<file path="src/rtl/eth_link_pkg.sv">
// -----------------------------------------------------------------------------
// eth_link_pkg
// Shared definitions for the RGMII transmit-side PHY bring-up / pacing block:
//   - two-bit TX speed codes (11 = 1000, 10 = 100, 01 = 10, 00 = stopped)
//   - bring-up FSM state encoding
//   - link_prio: priority encoder from the three link-status bits to a code
// -----------------------------------------------------------------------------
package eth_link_pkg;

   localparam logic [1:0] SPD_1000 = 2'b11;
   localparam logic [1:0] SPD_100  = 2'b10;
   localparam logic [1:0] SPD_10   = 2'b01;
   localparam logic [1:0] SPD_NONE = 2'b00;

   typedef enum logic [1:0] {
      ST_HOLD   = 2'd0,
      ST_SETTLE = 2'd1,
      ST_RUN    = 2'd2
   } pacer_state_t;

   // lnk = {link_1000mb, link_100mb, link_10mb}; fastest reported link wins
   function automatic logic [1:0] link_prio(input logic [2:0] lnk);
      if (lnk[2])      return SPD_1000;
      else if (lnk[1]) return SPD_100;
      else if (lnk[0]) return SPD_10;
      else             return SPD_NONE;
   endfunction

endpackage

</file>
<file path="src/rtl/link_sync.sv">
// -----------------------------------------------------------------------------
// link_sync
// Two-flop synchroniser for quasi-static status bits crossing into the local
// clock domain. Each bit is synchronised independently.
// Ports:
//   clk  in  1      destination clock
//   rst  in  1      synchronous active-high reset (outputs read 0)
//   d    in  WIDTH  asynchronous inputs
//   q    out WIDTH  synchronised outputs (2 cycles latency)
// -----------------------------------------------------------------------------
module link_sync #(
   parameter int WIDTH = 1
) (
   input  logic             clk,
   input  logic             rst,
   input  logic [WIDTH-1:0] d,
   output logic [WIDTH-1:0] q
);

   logic [WIDTH-1:0] sync_p0;
   logic [WIDTH-1:0] sync_p1;

   always_ff @(posedge clk) begin
      if (rst) begin
         sync_p0 <= '0;
         sync_p1 <= '0;
      end else begin
         // stage 0: capture (may go metastable)
         sync_p0 <= d;
         // stage 1: resolved value
         sync_p1 <= sync_p0;
      end
   end

   assign q = sync_p1;

endmodule

</file>
<file path="src/rtl/eth_link_pacer.sv">
// -----------------------------------------------------------------------------
// eth_link_pacer
// PHY bring-up and transmit-pacing controller for the RGMII TX path.
// Sequences the PHY hardware reset (HOLD -> SETTLE -> RUN), selects the TX
// speed from debounced RX link status (committed only between frames), and
// generates the adv_data byte-advance strobe for the byte formatter.
// Ports:
//   clk125MHz      in  1  single clock
//   rstb           in  1  synchronous active-high reset
//   link_10mb      in  1  RX-domain link status, asynchronous
//   link_100mb     in  1  RX-domain link status, asynchronous
//   link_1000mb    in  1  RX-domain link status, asynchronous
//   tx_busy        in  1  high while a frame is being emitted
//   phy_rst_req    in  1  single-cycle request to re-run the PHY reset
//   eth_rst_b      out 1  PHY reset, active low
//   phy_ready      out 1  PHY out of reset and settled
//   speed          out 2  11 = 1000, 10 = 100, 01 = 10, 00 = stopped
//   adv_data       out 1  byte-advance strobe
//   link_up        out 1  accepted link code is non-zero
//   speed_changed  out 1  one-cycle pulse when speed updates
// -----------------------------------------------------------------------------
module eth_link_pacer
   import eth_link_pkg::*;
#(
   parameter int RST_HOLD      = 16777216,
   parameter int RST_SETTLE    = 16777216,
   parameter int DIV_100M      = 10,
   parameter int DIV_10M       = 100,
   parameter int LINK_DEBOUNCE = 1024
) (
   input  logic       clk125MHz,
   input  logic       rstb,
   input  logic       link_10mb,
   input  logic       link_100mb,
   input  logic       link_1000mb,
   input  logic       tx_busy,
   input  logic       phy_rst_req,
   output logic       eth_rst_b,
   output logic       phy_ready,
   output logic [1:0] speed,
   output logic       adv_data,
   output logic       link_up,
   output logic       speed_changed
);

   localparam int RST_MAX = (RST_HOLD > RST_SETTLE) ? RST_HOLD : RST_SETTLE;
   localparam int RCW     = $clog2(RST_MAX + 1);
   localparam int DIV_MAX = (DIV_10M > DIV_100M) ? DIV_10M : DIV_100M;
   localparam int DVW     = $clog2(DIV_MAX + 1);
   localparam int DBW     = $clog2(LINK_DEBOUNCE + 1);

   function automatic logic [RCW-1:0] rst_inc(input logic [RCW-1:0] v);
      return (v >= RCW'(RST_MAX)) ? v : v + RCW'(1);
   endfunction

   function automatic logic [DBW-1:0] dbn_inc(input logic [DBW-1:0] v);
      return (v >= DBW'(LINK_DEBOUNCE)) ? v : v + DBW'(1);
   endfunction

   pacer_state_t   state;
   logic [RCW-1:0] rst_cnt;

   logic [2:0]     link_sync_p1;
   logic [1:0]     cand;
   logic [1:0]     cand_q;
   logic [DBW-1:0] dbn_cnt;
   logic           acc_evt;
   logic           pend_vld;
   logic [1:0]     pend_code;
   logic           commit;
   logic [1:0]     spd_after;

   logic [DVW-1:0] div_cnt;
   logic [DVW-1:0] div_last;

   // ---------------------------------------------------------------- bring-up
   always_ff @(posedge clk125MHz) begin
      if (rstb) begin
         state     <= ST_HOLD;
         rst_cnt   <= '0;
         eth_rst_b <= 1'b0;
         phy_ready <= 1'b0;
      end else begin
         case (state)
            ST_HOLD: begin
               if (phy_rst_req) begin
                  rst_cnt <= '0;
               end else if (rst_cnt == RCW'(RST_HOLD - 1)) begin
                  state     <= ST_SETTLE;
                  rst_cnt   <= '0;
                  eth_rst_b <= 1'b1;
               end else begin
                  rst_cnt <= rst_inc(rst_cnt);
               end
            end
            ST_SETTLE: begin
               if (phy_rst_req) begin
                  state     <= ST_HOLD;
                  rst_cnt   <= '0;
                  eth_rst_b <= 1'b0;
               end else if (rst_cnt == RCW'(RST_SETTLE - 1)) begin
                  state     <= ST_RUN;
                  rst_cnt   <= '0;
                  phy_ready <= 1'b1;
               end else begin
                  rst_cnt <= rst_inc(rst_cnt);
               end
            end
            ST_RUN: begin
               if (phy_rst_req) begin
                  state     <= ST_HOLD;
                  rst_cnt   <= '0;
                  eth_rst_b <= 1'b0;
                  phy_ready <= 1'b0;
               end
            end
            default: begin
               state     <= ST_HOLD;
               rst_cnt   <= '0;
               eth_rst_b <= 1'b0;
               phy_ready <= 1'b0;
            end
         endcase
      end
   end

   // ------------------------------------------- link status: sync (stages p0/p1)
   link_sync #(.WIDTH(3)) u_link_sync (
      .clk (clk125MHz),
      .rst (rstb),
      .d   ({link_1000mb, link_100mb, link_10mb}),
      .q   (link_sync_p1)
   );

   // An acceptance event fires once, on the cycle the candidate completes its
   // LINK_DEBOUNCE-long stable run. The pending code is compared against the
   // speed as it will be after any same-cycle commit.
   always_comb begin
      cand = link_prio(link_sync_p1);
      if (cand != cand_q) acc_evt = (LINK_DEBOUNCE == 1);
      else                acc_evt = (dbn_cnt == DBW'(LINK_DEBOUNCE - 1));
      commit    = pend_vld && !tx_busy && (state == ST_RUN);
      spd_after = commit ? pend_code : speed;
   end

   // ---------------------------------------------------- debounce / commit
   always_ff @(posedge clk125MHz) begin
      if (rstb) begin
         cand_q        <= SPD_NONE;
         dbn_cnt       <= '0;
         pend_vld      <= 1'b0;
         pend_code     <= SPD_NONE;
         speed         <= SPD_1000;
         link_up       <= 1'b0;
         speed_changed <= 1'b0;
      end else begin
         speed_changed <= commit;
         if (commit) speed <= pend_code;

         if (cand != cand_q) begin
            cand_q  <= cand;
            dbn_cnt <= DBW'(1);
         end else begin
            dbn_cnt <= dbn_inc(dbn_cnt);
         end

         if (acc_evt) begin
            link_up   <= (cand != SPD_NONE);
            pend_code <= cand;
            pend_vld  <= (cand != spd_after);
         end else if (commit) begin
            pend_vld <= 1'b0;
         end
      end
   end

   // ------------------------------------------------------------- pacing
   assign div_last = (speed == SPD_10) ? DVW'(DIV_10M - 1) : DVW'(DIV_100M - 1);

   // The strobe uses the speed in force before this edge; a commit edge emits
   // nothing so the first strobe of the new rate lands one cycle after it.
   always_ff @(posedge clk125MHz) begin
      if (rstb) begin
         div_cnt  <= '0;
         adv_data <= 1'b0;
      end else begin
         if ((state != ST_RUN) || (speed == SPD_NONE) || (speed == SPD_1000) || commit)
            div_cnt <= '0;
         else if (div_cnt == div_last)
            div_cnt <= '0;
         else
            div_cnt <= div_cnt + DVW'(1);

         adv_data <= (state == ST_RUN) && !phy_rst_req && !commit &&
                     ((speed == SPD_1000) || ((speed != SPD_NONE) && (div_cnt == '0)));
      end
   end

endmodule
</file>
<file path="config.mk">
export PLATFORM = sky130hd
export DESIGN_NAME = eth_link_pacer
export DESIGN_NICKNAME = d
export VERILOG_FILES = /design/src/rtl/eth_link_pkg.sv /design/src/rtl/link_sync.sv /design/src/rtl/eth_link_pacer.sv
export SDC_FILE = /design/constraint.sdc
export NUM_CORES = 1
export LEC_CHECK = 0
export BUFFER_PORTS_ARGS = -buffer_cell sky130_fd_sc_hd__buf_2
export CORE_MARGIN = 2
export CORE_UTILIZATION = 55
export CTS_BUF_LIST = sky130_fd_sc_hd__clkbuf_8
export DETAILED_ROUTE_END_ITERATION = 10
export GPL_TIMING_DRIVEN = 0
export PLACE_DENSITY_LB_ADDON = 0.08
export SKIP_CTS_REPAIR_TIMING = 1
export SLEW_MARGIN = 10
export SYNTH_ARGS = -nofsm -noshare
export SYNTH_HDL_FRONTEND = slang
export SYNTH_HIERARCHICAL = 1
export SYNTH_SLANG_ARGS = --single-unit
</file>
<file path="constraint.sdc">
create_clock -name clk125MHz -period 3.14 [get_ports clk125MHz]
set_input_delay 0.628 -clock clk125MHz [delete_from_list [all_inputs] [get_ports clk125MHz]]
set_output_delay 0.628 -clock clk125MHz [all_outputs]
set_load 0.01 [all_outputs]
</file>
* Word-level counts from Yosys, hierarchy flattened
Cells that the tools add are included.
Storage, ports and cells: register bits after elaboration 63, latch bits 0, memory bits (writable) 0, memory bits (read-only) 0, output and inout bits 7, word-level logic and storage cells 94, memories 0
Cells by class: add/subtract/negate cells 3, multiply operators 0, divide/modulo/power cells 0, order comparisons 2, equal/unequal tests 19, shift-type cells 0, mux-type cells 26, bitwise gates (word level) 1, reductions and logical operators 27
Operator list (number):
- $mux 25 | 4
- $pmux 25 s2 | 1
- $add 25x1->25 const B | 1
- $eq 25x24->1 const B | 1
- $ge 25x25->1 const B | 1
- $mux 2 | 8
- $ne 2x2->1 const B | 7
- $add 11x1->11 const B | 1
- $eq 11x10->1 const B | 1
- $ge 11x11->1 const B | 1
- $mux 1 | 9
- $reduce_and 4->1 | 2
- $add 7x1->7 const B | 1
- $eq 7x7->1 | 1
- $logic_not 7->1 | 1
- $mux 7 | 1
- $logic_and 1x1->1 | 6
- $pmux 2 s3 | 1
- $reduce_bool 2->1 | 3
- $reduce_or 2->1 | 3
- $eq 2x1->1 const B | 2
- $eq 2x2->1 const B | 2
- $logic_not 2->1 | 2
- $logic_or 1x1->1 | 4
- 11 further kinds | 14

* Depth between registers and ports, before layout
word-level depth 6, gate-level depth with buffers 8, depth with buffers taken out 7

* Modules after synthesis
Netlist, hierarchy kept.
Modules (own cells, without submodules):
- eth_link_pacer | instances 1, cells an instance 353, area each 2944.1 um^2, sequential area each 1141.1 um^2
- link_sync | instances 1, cells an instance 12, area each 157.7 um^2, sequential area each 120.1 um^2

* Worst setup path before layout
Ideal clock, no wire load.
path type input port to flip-flop, from input port phy_rst_req, to register rst_cnt[22], library setup time 0.115 ns, arrival 1.816 ns, setup slack 1.209 ns, stages 7, path buffers 2, cell sequence buf_4 -> o21ba_1 -> a211o_1 -> buf_2 -> nor4_2 -> xnor2_1 -> nor2_1
On the way: cells in the longest elaborated chain, start to end 2, elaborated cells between the ends (all ways) 5, those cells by class eq/ne: 2; mux: 2; reduce/logical: 1
Ends and longest elaborated chain:
- start: declaration | line eth_link_pacer.sv:37 | input logic phy_rst_req,
- $ne 4x4->1 (no line), or another cell as far along
- $reduce_and 2->1 (no line) or $pmux 25 s2 (tied branches)
- end signal: assignment | line eth_link_pacer.sv:93 | rst_cnt <= rst_inc(rst_cnt);
- end signal: assignment | line eth_link_pacer.sv:106 | rst_cnt <= rst_inc(rst_cnt);
- end: declaration | line eth_link_pacer.sv:61 | logic [RCW-1:0] rst_cnt;
Several ways; a longest one is shown, not always the timed one. A chain may end at the register's enable or synchronous reset.

* Worst setup path in the final report
from register state[1], to register rst_cnt[7]
On the way: cells in the longest elaborated chain, start to end 4, elaborated cells between the ends (all ways) 8, those cells by class eq/ne: 4; mux: 1; reduce/logical: 3
Ends and longest elaborated chain:
- start: declaration | line eth_link_pacer.sv:60 | pacer_state_t state;
- start signal: assignment | line eth_link_pacer.sv:79 | state <= ST_HOLD;
- start signal: assignment | line eth_link_pacer.sv:89 | state <= ST_SETTLE;
- start signal: assignment | line eth_link_pacer.sv:98 | state <= ST_HOLD;
- $eq 2x1->1 or $logic_not 2->1 (tied branches) | line eth_link_pacer.sv:84 | case (state)
- $reduce_or 2->1 (no line)
- $ne 4x4->1 (no line)
- $reduce_and 2->1 (no line)
Several ways; a longest one is shown, not always the timed one.

==> flow_metrics.env <==
export IMPL_route_met3_wl_um=182
export IMPL_max_cap_viol_count=0
export IMPL_synth_top_cell_area_share=0.407
export IMPL_ir_worst_vdd_uv=261
export IMPL_ys_top_cells_by_area="dfxtp_1 (41%), nor2_1 (5.6%), xnor2_1 (5.4%)"
export IMPL_cts_htree_levels=3
export IMPL_met1Wirelength_mm=3.14
export IMPL_synth_area_um2=3100
export IMPL_fin_util=0.636
export IMPL_synth_cell_types=49
export IMPL_vias_per_cell=5.55
export IMPL_grt_max_degree=12
export IMPL_grt_setup_unrepaired="no"
export IMPL_startpoint_type="register"
export IMPL_max_freq_mhz=439
export IMPL_p_leak_nw=1.15
export IMPL_clockBufferDepth=2
export IMPL_clk_pin_slew_ns=0.07
export IMPL_die_area_um2=6260
export IMPL_drive_gt1_frac=0.120
export IMPL_multi_input_area_um2=1730
export IMPL_gr_usage_all_layers=0.223
export IMPL_grt_overflow=0
export IMPL_wire_per_inst_um=13.2
export IMPL_top_layer="met4"
export IMPL_setup_viol=0
export IMPL_slew_limit_headroom=0.473
export IMPL_post_dp_hpwl_mm=4.37
export IMPL_wl_met2_mm=2.73
export IMPL_diodes=0
export IMPL_power_density_nw_per_um2=488
export IMPL_io_buffer_count=12
export IMPL_fin_crit_ns=2.28
export IMPL_post_route_period_util=0.725
export IMPL_crit_family="compound AO/OA/AOI/OAI gates"
export IMPL_cts_buffers=9
export IMPL_vias=2582
export IMPL_avgSynthCellArea_um2=8.50
export IMPL_synthFlopType="dfxtp_1"
export IMPL_yosys_warnings=6
export IMPL_drc_errors=0
export IMPL_worst_pin_slew_ns=0.790
export IMPL_clk_latency_ns=0.34
export IMPL_holdCritPathClass="reg -> reg"
export IMPL_grt_pass1_vias=2545
export IMPL_syn_nets=380
export IMPL_fillers=497
export IMPL_critical_path_cell_chain="inv_1 > ha_1 > o21ai_0 > a21oi_1 > clkbuf_1 > nand2_1 > a31oi_1"
export IMPL_critPathMaxFanout=10
export IMPL_area_growth_pct=12.3
export IMPL_ant_nets=0
export IMPL_drt_initial_drc_count=116
export IMPL_crit_type="reg -> reg"
export IMPL_start_util=0.567
export IMPL_antenna_found_initial=0
export IMPL_seq_area_um2=1260
export IMPL_yosysMostFrequentCell="dfxtp_1"
export IMPL_outcome="complete, no violations"
export IMPL_ys_ff_latch=63
export IMPL_grt_pass1_wl_mm=11.1
export IMPL_cp_required_ns=3.39
export IMPL_core_um2=5470
export IMPL_skew_ns=0.00944
export IMPL_synth_edf_count=0
export IMPL_path_buf_inv=2
export IMPL_dieWidth_um=79.1
export IMPL_hold_ws_ns=0.442
export IMPL_tns_ns=0
export IMPL_cp_slowest_cell="a21oi_1"
export IMPL_ioPinCount=14
export IMPL_ys_seq_area_frac=0.407
export IMPL_hold_violations=0
export IMPL_drv_slew=0
export IMPL_gp_congestion=0.811
export IMPL_clock_sinks=63
export IMPL_setup_worst_path_end_class="register"
export IMPL_cts_root_buf="clkbuf_8"
export IMPL_ys_top_cells_by_count="dfxtp_1 (63), nor2_1 (46), nand2_1 (35)"
export IMPL_nets=403
export IMPL_dr_pass1_iters=4
export IMPL_die_h_um=79.1
export IMPL_synth_cells=365
export IMPL_finalWirelength_mm=6.15
export IMPL_cts_tree="done"
export IMPL_std_cell_rows=27
export IMPL_ys_async_sr_fraction=0
export IMPL_cp_slowest_stage_delay_ns=0.66
export IMPL_critPathArrivalTime_ns=2.53
export IMPL_synth_area_leader_cell="dfxtp_1"
==> final cells by class <==
class                   instances  share of cell area
plain buffers                  12              0.0180
flip-flops and latches         63               0.362
clock buffers                  11              0.0435
repair buffers                 12              0.0172
multi-input cells             278               0.497
clock inverters                 5              0.0230
inverters                      12              0.0129
well taps                      72              0.0259
==> placed cells by master (no fill, tap or decap), types with 2 or more instances in the layout <==
cell,count
buf_4,2
nand3_1,24
a21oi_1,11
bufinv_16,2
nand3b_1,5
dfxtp_1,63
xor2_1,9
nand4b_1,4
and2_4,2
a31oi_1,8
mux2i_1,3
and2_1,5
a211o_1,2
and3_1,5
nor4_1,3
a211oi_1,3
clkbuf_1,7
clkbuf_8,11
or4b_1,2
nor3b_1,3
nand2b_1,5
xnor2_1,19
and3b_1,2
nor4_2,6
nand4_1,13
nor2b_1,13
nor3_1,12
nor2_1,46
ha_1,8
inv_1,12
and4_4,2
and4_1,3
clkinvlp_4,2
buf_2,14
nand2_1,35
o21ai_0,10
==> path summary, 6_finish.rpt <==
check                         start  cells past startpoint  slack, ns                to
max reg2reg                state[1]                      7       0.86        rst_cnt[7]
min reg2reg  u_link_sync/sync_p0[2]                      1       0.44  u_link_sync/q[2]
min          u_link_sync/sync_p0[2]                      1       0.44  u_link_sync/q[2]
max                        state[1]                      7       0.86        rst_cnt[7]
==> worst register-to-register path, stage by stage (launching register included) <==
cell and delay, ns:
dfxtp_1 0.34, inv_1 0.08, ha_1 0.28, o21ai_0 0.14, a21oi_1 0.66, clkbuf_1 0.46, nand2_1 0.11, a31oi_1 0.14
==> sequential cells by signal, indices dropped and copies added (netlist names) <==
register	count
div_cnt	7
u_link_sync/q	3
pend_code	2
u_link_sync/sync_p0	3
cand_q	2
rst_cnt	25
phy_ready	1
adv_data	1
state	2
link_up	1
eth_rst_b	1
dbn_cnt	11
pend_vld	1
speed_changed	1
speed	2
==> logic make-up (layout without fill, tap and decap cells) <==
group | after synthesis | after routing | synth area share
xor gates and xnor gates | 28 | 28 | 0.0791
DFF | 63 | 63 | 0.407
muxes | 3 | 3 | 0.00968
and+or+nand+nor | 194 | 194 | 0.342
buffers and inverters | 24 | 52 | 0.0347
adders and majority gates | 8 | 8 | 0.0323
AOI/OAI and AO/OA | 45 | 45 | 0.0952
==> per-layer routing <==
metal  global-route usage  up-vias
met2                0.353       33
met4               0.0879        0
met3               0.0489       11
met1                0.295     1207
met5                    0        -
li1                     -     1331
==> where the power goes <==
part	internal (W)	switching [W]
logic	0.0000320	0.0000495
registers	0.000809	0.00000710
clock network	0.000489	0.000315
total	0.00133	0.000372
==> through the flow <==
stage,cells,instance area [um^2],setup WS (ns),power [W]
2_1_floorplan,365,3100,1.21,0.000893
3_3_place_gp,449,3250,0.951,0.000914
3_5_place_dp,449,3250,0.889,0.000916
4_1_cts,465,3480,0.881,0.00171
5_1_grt,465,3480,0.538,0.00177
6_report,465,3480,0.862,0.00170
(Power assumes the default switching activity.)
